## src/rtl/fetch_pkg.sv

```systemverilog
// Shared constants, buffer-entry type and address helper for the fetch stage.
package fetch_pkg;

   localparam int          INSN_W       = 32;
   localparam int          ADDR_W_DEF   = 10;
   localparam logic [31:0] RESET_PC_DEF = 32'h0000_0000;

   typedef struct packed {
      logic [31:0]       pc;
      logic [INSN_W-1:0] inst;
   } fetch_entry_t;

   // Word-align an address and confine it to the instruction-memory window.
   function automatic logic [31:0] word_addr(input logic [31:0] addr, input int addr_w);
      logic [31:0] mask;
      for (int i = 0; i < 32; i++) begin
         mask[i] = (i < addr_w) ? 1'b1 : 1'b0;
      end
      return addr & mask & 32'hFFFF_FFFC;
   endfunction

endpackage

```

## src/rtl/fetch_if.sv

```systemverilog
// Fetch-stage bus bundle: instruction-memory read port, redirect input and decode handshake.
interface fetch_if;
   import fetch_pkg::*;

   logic [31:0]       imem_addr;
   logic              imem_memW;
   logic [INSN_W-1:0] imem_rdata;
   logic              redir_valid;
   logic [31:0]       redir_pc;
   logic              dec_valid;
   logic              dec_ready;
   logic [INSN_W-1:0] dec_inst;
   logic [31:0]       dec_pc;

   modport master (
      output imem_addr, imem_memW, dec_valid, dec_inst, dec_pc,
      input  imem_rdata, redir_valid, redir_pc, dec_ready
   );

   modport slave (
      input  imem_addr, imem_memW, dec_valid, dec_inst, dec_pc,
      output imem_rdata, redir_valid, redir_pc, dec_ready
   );

endinterface

```

## src/rtl/fetch_fifo.sv

```systemverilog
// Small power-of-two FIFO of fetched {pc, inst} entries with synchronous flush.
module fetch_fifo
   import fetch_pkg::*;
#(
   parameter int DEPTH = 2
) (
   input  logic                         clk,
   input  logic                         rst,
   input  logic                         push,
   input  logic                         pop,
   input  logic                         flush,
   input  fetch_entry_t                 din,
   output logic [$clog2(DEPTH+1)-1:0]   count,
   output fetch_entry_t                 head
);

   localparam int PW = $clog2(DEPTH);
   localparam int CW = $clog2(DEPTH+1);

   fetch_entry_t    mem_r [DEPTH];
   logic [PW-1:0]   rd_ptr_r;
   logic [PW-1:0]   wr_ptr_r;
   logic [CW-1:0]   count_r;
   logic            push_s;
   logic            pop_s;

   // Protect storage against overflow/underflow even if the caller misbehaves.
   always_comb begin
      pop_s  = pop && (count_r != {CW{1'b0}});
      push_s = push && ((count_r < CW'(DEPTH)) || pop_s);
   end

   // Storage, pointers and occupancy.
   always_ff @(posedge clk) begin
      if (rst) begin
         for (int i = 0; i < DEPTH; i++) begin
            mem_r[i] <= '0;
         end
         rd_ptr_r <= {PW{1'b0}};
         wr_ptr_r <= {PW{1'b0}};
         count_r  <= {CW{1'b0}};
      end else if (flush) begin
         rd_ptr_r <= {PW{1'b0}};
         wr_ptr_r <= {PW{1'b0}};
         count_r  <= {CW{1'b0}};
      end else begin
         if (push_s) begin
            mem_r[wr_ptr_r] <= din;
            wr_ptr_r        <= wr_ptr_r + PW'(1);
         end
         if (pop_s) begin
            rd_ptr_r <= rd_ptr_r + PW'(1);
         end
         case ({push_s, pop_s})
            2'b10:   count_r <= count_r + CW'(1);
            2'b01:   count_r <= count_r - CW'(1);
            default: count_r <= count_r;
         endcase
      end
   end

   assign count = count_r;
   assign head  = mem_r[rd_ptr_r];

endmodule

```

## src/rtl/fetch_stage.sv

```systemverilog
// Instruction fetch stage: PC sequencing, redirect handling and a decoupling buffer to decode.
// Optional misaligned-redirect trap enabled by defining FETCH_MISALIGN_TRAP_EN.
module fetch_stage
   import fetch_pkg::*;
#(
   parameter logic [31:0] RESET_PC = RESET_PC_DEF,
   parameter int          ADDR_W   = ADDR_W_DEF,
   parameter int          DEPTH    = 2
) (
   input  logic   clk,
   input  logic   rst,
   fetch_if.master fif,
   output logic   fetch_fault
);

   localparam int CW = $clog2(DEPTH+1);

   logic [31:0]     pc_r;
   logic [31:0]     pc_nxt_s;
   logic [CW-1:0]   count_s;
   fetch_entry_t    head_s;
   fetch_entry_t    entry_s;
   logic            pop_s;
   logic            push_s;
   logic            halt_s;

`ifdef FETCH_MISALIGN_TRAP_EN
   logic fault_r;

   // Sticky trap on a misaligned redirect; only reset clears it.
   always_ff @(posedge clk) begin
      if (rst) begin
         fault_r <= 1'b0;
      end else if (fif.redir_valid && (fif.redir_pc[1:0] != 2'b00)) begin
         fault_r <= 1'b1;
      end else begin
         fault_r <= fault_r;
      end
   end

   assign halt_s      = fault_r;
   assign fetch_fault = fault_r;
`else
   assign halt_s      = 1'b0;
   assign fetch_fault = 1'b0;
`endif

   // Handshake, push decision and next PC; a redirect overrides sequential fetch.
   always_comb begin
      pop_s   = fif.dec_valid && fif.dec_ready;
      push_s  = ((count_s < CW'(DEPTH)) || pop_s) && !fif.redir_valid && !halt_s;
      entry_s = '{pc: pc_r, inst: fif.imem_rdata};
      if (fif.redir_valid) begin
         pc_nxt_s = word_addr(fif.redir_pc, ADDR_W);
      end else if (push_s) begin
         pc_nxt_s = word_addr(pc_r + 32'd4, ADDR_W);
      end else begin
         pc_nxt_s = pc_r;
      end
   end

   // Program counter, always held word-aligned inside the memory window.
   always_ff @(posedge clk) begin
      if (rst) begin
         pc_r <= word_addr(RESET_PC, ADDR_W);
      end else begin
         pc_r <= pc_nxt_s;
      end
   end

   fetch_fifo #(
      .DEPTH (DEPTH)
   ) u_fifo (
      .clk   (clk),
      .rst   (rst),
      .push  (push_s),
      .pop   (pop_s),
      .flush (fif.redir_valid),
      .din   (entry_s),
      .count (count_s),
      .head  (head_s)
   );

   assign fif.imem_addr = pc_r;
   assign fif.imem_memW = 1'b0;
   assign fif.dec_valid = (count_s != {CW{1'b0}});
   assign fif.dec_inst  = head_s.inst;
   assign fif.dec_pc    = head_s.pc;

endmodule

```

## src/flat_wrapper.sv

```systemverilog
// flat-port wrapper written by rule: the top's interface ports become plain ports
module fetch_stage_flat import fetch_pkg::*;
#(
   parameter logic [31:0] RESET_PC = RESET_PC_DEF,
   parameter int          ADDR_W   = ADDR_W_DEF,
   parameter int          DEPTH    = 2
)
  (clk, rst, fetch_fault, fif_imem_addr, fif_imem_memW, fif_dec_valid, fif_dec_inst, fif_dec_pc, fif_imem_rdata, fif_redir_valid, fif_redir_pc, fif_dec_ready);
  fetch_if fif_i ();
  input  logic clk;
  input  logic rst;
  output logic fetch_fault;
  output wire logic [$bits(fif_i.imem_addr)-1:0] fif_imem_addr;
  output wire logic [$bits(fif_i.imem_memW)-1:0] fif_imem_memW;
  output wire logic [$bits(fif_i.dec_valid)-1:0] fif_dec_valid;
  output wire logic [$bits(fif_i.dec_inst)-1:0] fif_dec_inst;
  output wire logic [$bits(fif_i.dec_pc)-1:0] fif_dec_pc;
  input wire logic [$bits(fif_i.imem_rdata)-1:0] fif_imem_rdata;
  input wire logic [$bits(fif_i.redir_valid)-1:0] fif_redir_valid;
  input wire logic [$bits(fif_i.redir_pc)-1:0] fif_redir_pc;
  input wire logic [$bits(fif_i.dec_ready)-1:0] fif_dec_ready;
  assign fif_imem_addr = fif_i.imem_addr;
  assign fif_imem_memW = fif_i.imem_memW;
  assign fif_dec_valid = fif_i.dec_valid;
  assign fif_dec_inst = fif_i.dec_inst;
  assign fif_dec_pc = fif_i.dec_pc;
  assign fif_i.imem_rdata = fif_imem_rdata;
  assign fif_i.redir_valid = fif_redir_valid;
  assign fif_i.redir_pc = fif_redir_pc;
  assign fif_i.dec_ready = fif_dec_ready;
  fetch_stage #(.RESET_PC(RESET_PC), .ADDR_W(ADDR_W), .DEPTH(DEPTH)) u_core (.clk(clk), .rst(rst), .fif(fif_i), .fetch_fault(fetch_fault));
endmodule
```

## config.mk

```make
export PLATFORM = sky130hd
export DESIGN_NAME = fetch_stage_flat
export DESIGN_NICKNAME = d
export VERILOG_FILES = /design/src/rtl/fetch_pkg.sv /design/src/rtl/fetch_if.sv /design/src/rtl/fetch_fifo.sv /design/src/rtl/fetch_stage.sv /design/src/flat_wrapper.sv
export SDC_FILE = /design/constraint.sdc
export NUM_CORES = 1
export LEC_CHECK = 0
export ABC_CLOCK_PERIOD_IN_PS = 4600
export BUFFER_PORTS_ARGS = -buffer_cell sky130_fd_sc_hd__buf_2
export CAP_MARGIN = 30
export CORE_ASPECT_RATIO = 0.5
export CORE_UTILIZATION = 40
export DETAILED_ROUTE_END_ITERATION = 8
export HOLD_SLACK_MARGIN = 0.1
export PLACE_DENSITY_LB_ADDON = 0.15
export SLEW_MARGIN = 10
export SYNTH_ARGS = -nofsm -noshare
export SYNTH_HDL_FRONTEND = slang
export SYNTH_SLANG_ARGS = --single-unit
```

## constraint.sdc

```tcl
create_clock -name clk -period 4.6 [get_ports clk]
set_clock_uncertainty 0.05 [all_clocks]
set_input_delay 0.92 -clock clk [delete_from_list [all_inputs] [get_ports clk]]
set_output_delay 0.92 -clock clk [all_outputs]
set_load 0.01 [all_outputs]
```

==> metrics.txt <==
CTS tree=done; CP top delay family=buffers and inverters; Avg Vias per Cell=4.51; Setup WS pre-CTS=1440 ps; IO Pins=167; failing checks=DRC; area delta synth->final=16.7%; Crit path required time=4560 ps; Post-CTS Setup Bufs=0; most common cell in the netlist=edfxtp_1; Clk pwr share=38.7%; synth top area cells=edfxtp_1 53%, mux2_2 9.9%, buf_4 8.4%; ANT cells=0; Synth top area share=53.0%; Slew Limit Headroom=51.2%; combinational power share=10.4%; power per cell area=369 nW/µm²; critical path's slowest cell=o21bai_4; share of layout cells above drive strength 1=41.6%; synth unique cells=33; peak supply drop=0.180 mV; die height=77.3 µm; clock latency at the later pin of the worst-skew pair=330 ps; Nets=502; Synth Flop Type=edfxtp_1; top post-synthesis cells by count=80 x edfxtp_1, 57 x and2_1, 51 x buf_4; first-pass GRT wire length=13,000 µm; Max Transition Viols Final=0; CP Capture Type=register; Max clock buf depth=2; largest net degree at the start of global routing=42; HP Class=reg -> reg; Mapped Cells=342; post-synth top area cell=edfxtp_1; antenna-violating nets left=0; Core Area=11,000 µm²; startpoint types=primary input; GP Congestion=0.741; status=finished with violations; antenna violations before repair=0; drt pass-1 iters=6; CTS Buf Count=9; DR WL/cell=13.9 µm; vias in the first global route=2,628; fin crit share=59.9%; post-cts sizing count=0; Hold Worst Slack=497 ps; hpwl dp=5300 µm; Internal=1520 µW; Critical Path, Cell by Cell=buf_2 > inv_1 > nand2_1 > o21bai_4 > buf_4; GRT overflow=0; switching pwr=430 µW; Netlist Area Pre-Place=4530 µm²; Tightest Pin Transition=730 ps; sequential share of power=50.9%; achievable frequency=0.363 GHz; worst setup margin=1850 ps; post-synthesis sequential area ratio=58.7%; Tot GR Track Use=14.4%; asr flop ratio synth=0%; die area=11,800 µm²; clock slew seen by the registers of the worst setup and hold paths=60 ps; MaxCap Viol Count=0; Yosys warning total=0; setup TNS=0 ps; CP arrival=2720 ps; DR iter-0 viols=71; Net Sw Frac=22.0%; CP bufs+invs=3; Final Setup Violations=0; RSZ-0062 raised after global routing=false; total wire length=8110 µm; Initial Util=41.2%; die width=153 µm; via count=2,622; Seq cells post-synth=93; Crit Path Max Fanout=23; final worst path period need=2750 ps; Hold Fails Final Rpt=0; number of synthesized flops with an enable pin=80; Mapped Avg Cell Area=13.3 µm²; fin area=5290 µm²; H-tree depth=3; Area after DPL=4950 µm²; IO buf count=92; drc violations=6; # rows=27; P_leak=0.00228 µW; Post-CTS Hold Buffers=0; fill count=1,029; post-layout util=48.0%; CTS Root Cell=clkbuf_16; CP Class=in -> reg; CP peak stage delay=630 ps; clk sink count=93
==> power groups by stage <==
stage / Sequential, µW / Combinational (µW) / Clock (µW)
after global routing: 1000 / 224 / 808
after detailed placement: 1020 / 202 / 0
after global placement: 1010 / 197 / 0
after floorplan: 1010 / 158 / 0
final: 994 / 203 / 755
after CTS: 998 / 203 / 768
==> worst register-to-register path, stage by stage (launching register included) <==
cell	delay [ps]
dfxtp_1	350
nand2b_1	270
nand2_1	200
o21bai_4	630
buf_4	410
==> metal layers <==
metal	part of all wire [%]	wire, µm	GRT usage [%]
met5	0	0	0
met4	0.70	57	3.84
met3	6.4	520	4.75
met2	51	4110	25.8
met1	42	3420	16.8
==> sequential cells by signal, summed over array words and instances (netlist names), named ones only <==
name                    flops
u_core.fif.imem_addr        8
u_core.u_fifo.rd_ptr_r      1
u_core.u_fifo.count         2
u_core.u_fifo.wr_ptr_r      1
u_core.u_fifo.mem_r        80
==> per-stage QoR <==
stage	total power (µW)	cells
after floorplan	1170	391
after global placement	1210	564
after detailed placement	1220	565
after CTS	1970	581
after global routing	2030	582
final	1950	582
==> cell families after synthesis <==
| kind of cell | after synthesis | synth area share [%] |
|---|---|---|
| DFF | 93 | 58.7 |
| adders and majority gates | 2 | 0.552 |
| muxes | 40 | 9.94 |
| AOI/OAI and AO/OA | 13 | 1.99 |
| xor gates and xnor gates | 11 | 2.13 |
| and+or+nand+nor | 113 | 16.2 |
| buffers and inverters | 69 | 10.4 |
| other | 1 | 0.0827 |
==> area by class of cell <==
class                      instances  area, µm²  area share (%)
clock buffer                      15        310            5.87
clock inverter                     1       6.26           0.118
multi-input combinational        229       1600            30.2
sequential                        93       2660            50.4
timing repair buffer              97        523            9.89
tap                              145        181            3.43
inverter                           2       7.51           0.142
==> path summary, 6_finish.rpt <==
path / start / to / slack, ps / cells after the start
min: u_core.u_fifo.rd_ptr_r$_SDFFE_PP0P_ / register / 500 / 2
min reg2reg: u_core.u_fifo.rd_ptr_r$_SDFFE_PP0P_ / register / 500 / 2
max: fif_redir_valid / u_core.u_fifo.mem_r[0][15]$_SDFFCE_PN0P_ / 1850 / 5
max reg2reg: u_core.u_fifo.count[1]$_SDFFE_PP0P_ / u_core.u_fifo.mem_r[0][15]$_SDFFCE_PN0P_ / 2370 / 4
==> placed cells by master (no fill, tap or decap), types with 2 or more instances in the layout <==
cell type and instances:
nor3_1 5, inv_1 2, xnor2_1 5, a211oi_1 5, and2_1 57, ha_1 2
or2_2 2, xor2_1 6, conb_1 50, clkbuf_8 2, nand4_1 3, nor2_1 7
nand2_1 6, clkbuf_1 2, edfxtp_1 80, o21ai_0 2, clkbuf_16 11, and2_2 24
buf_4 3, dfxtp_1 12, buf_12 2, nand3_1 2, buf_2 92, mux2_2 40
a21oi_1 2
(Power assumes the default switching activity.)
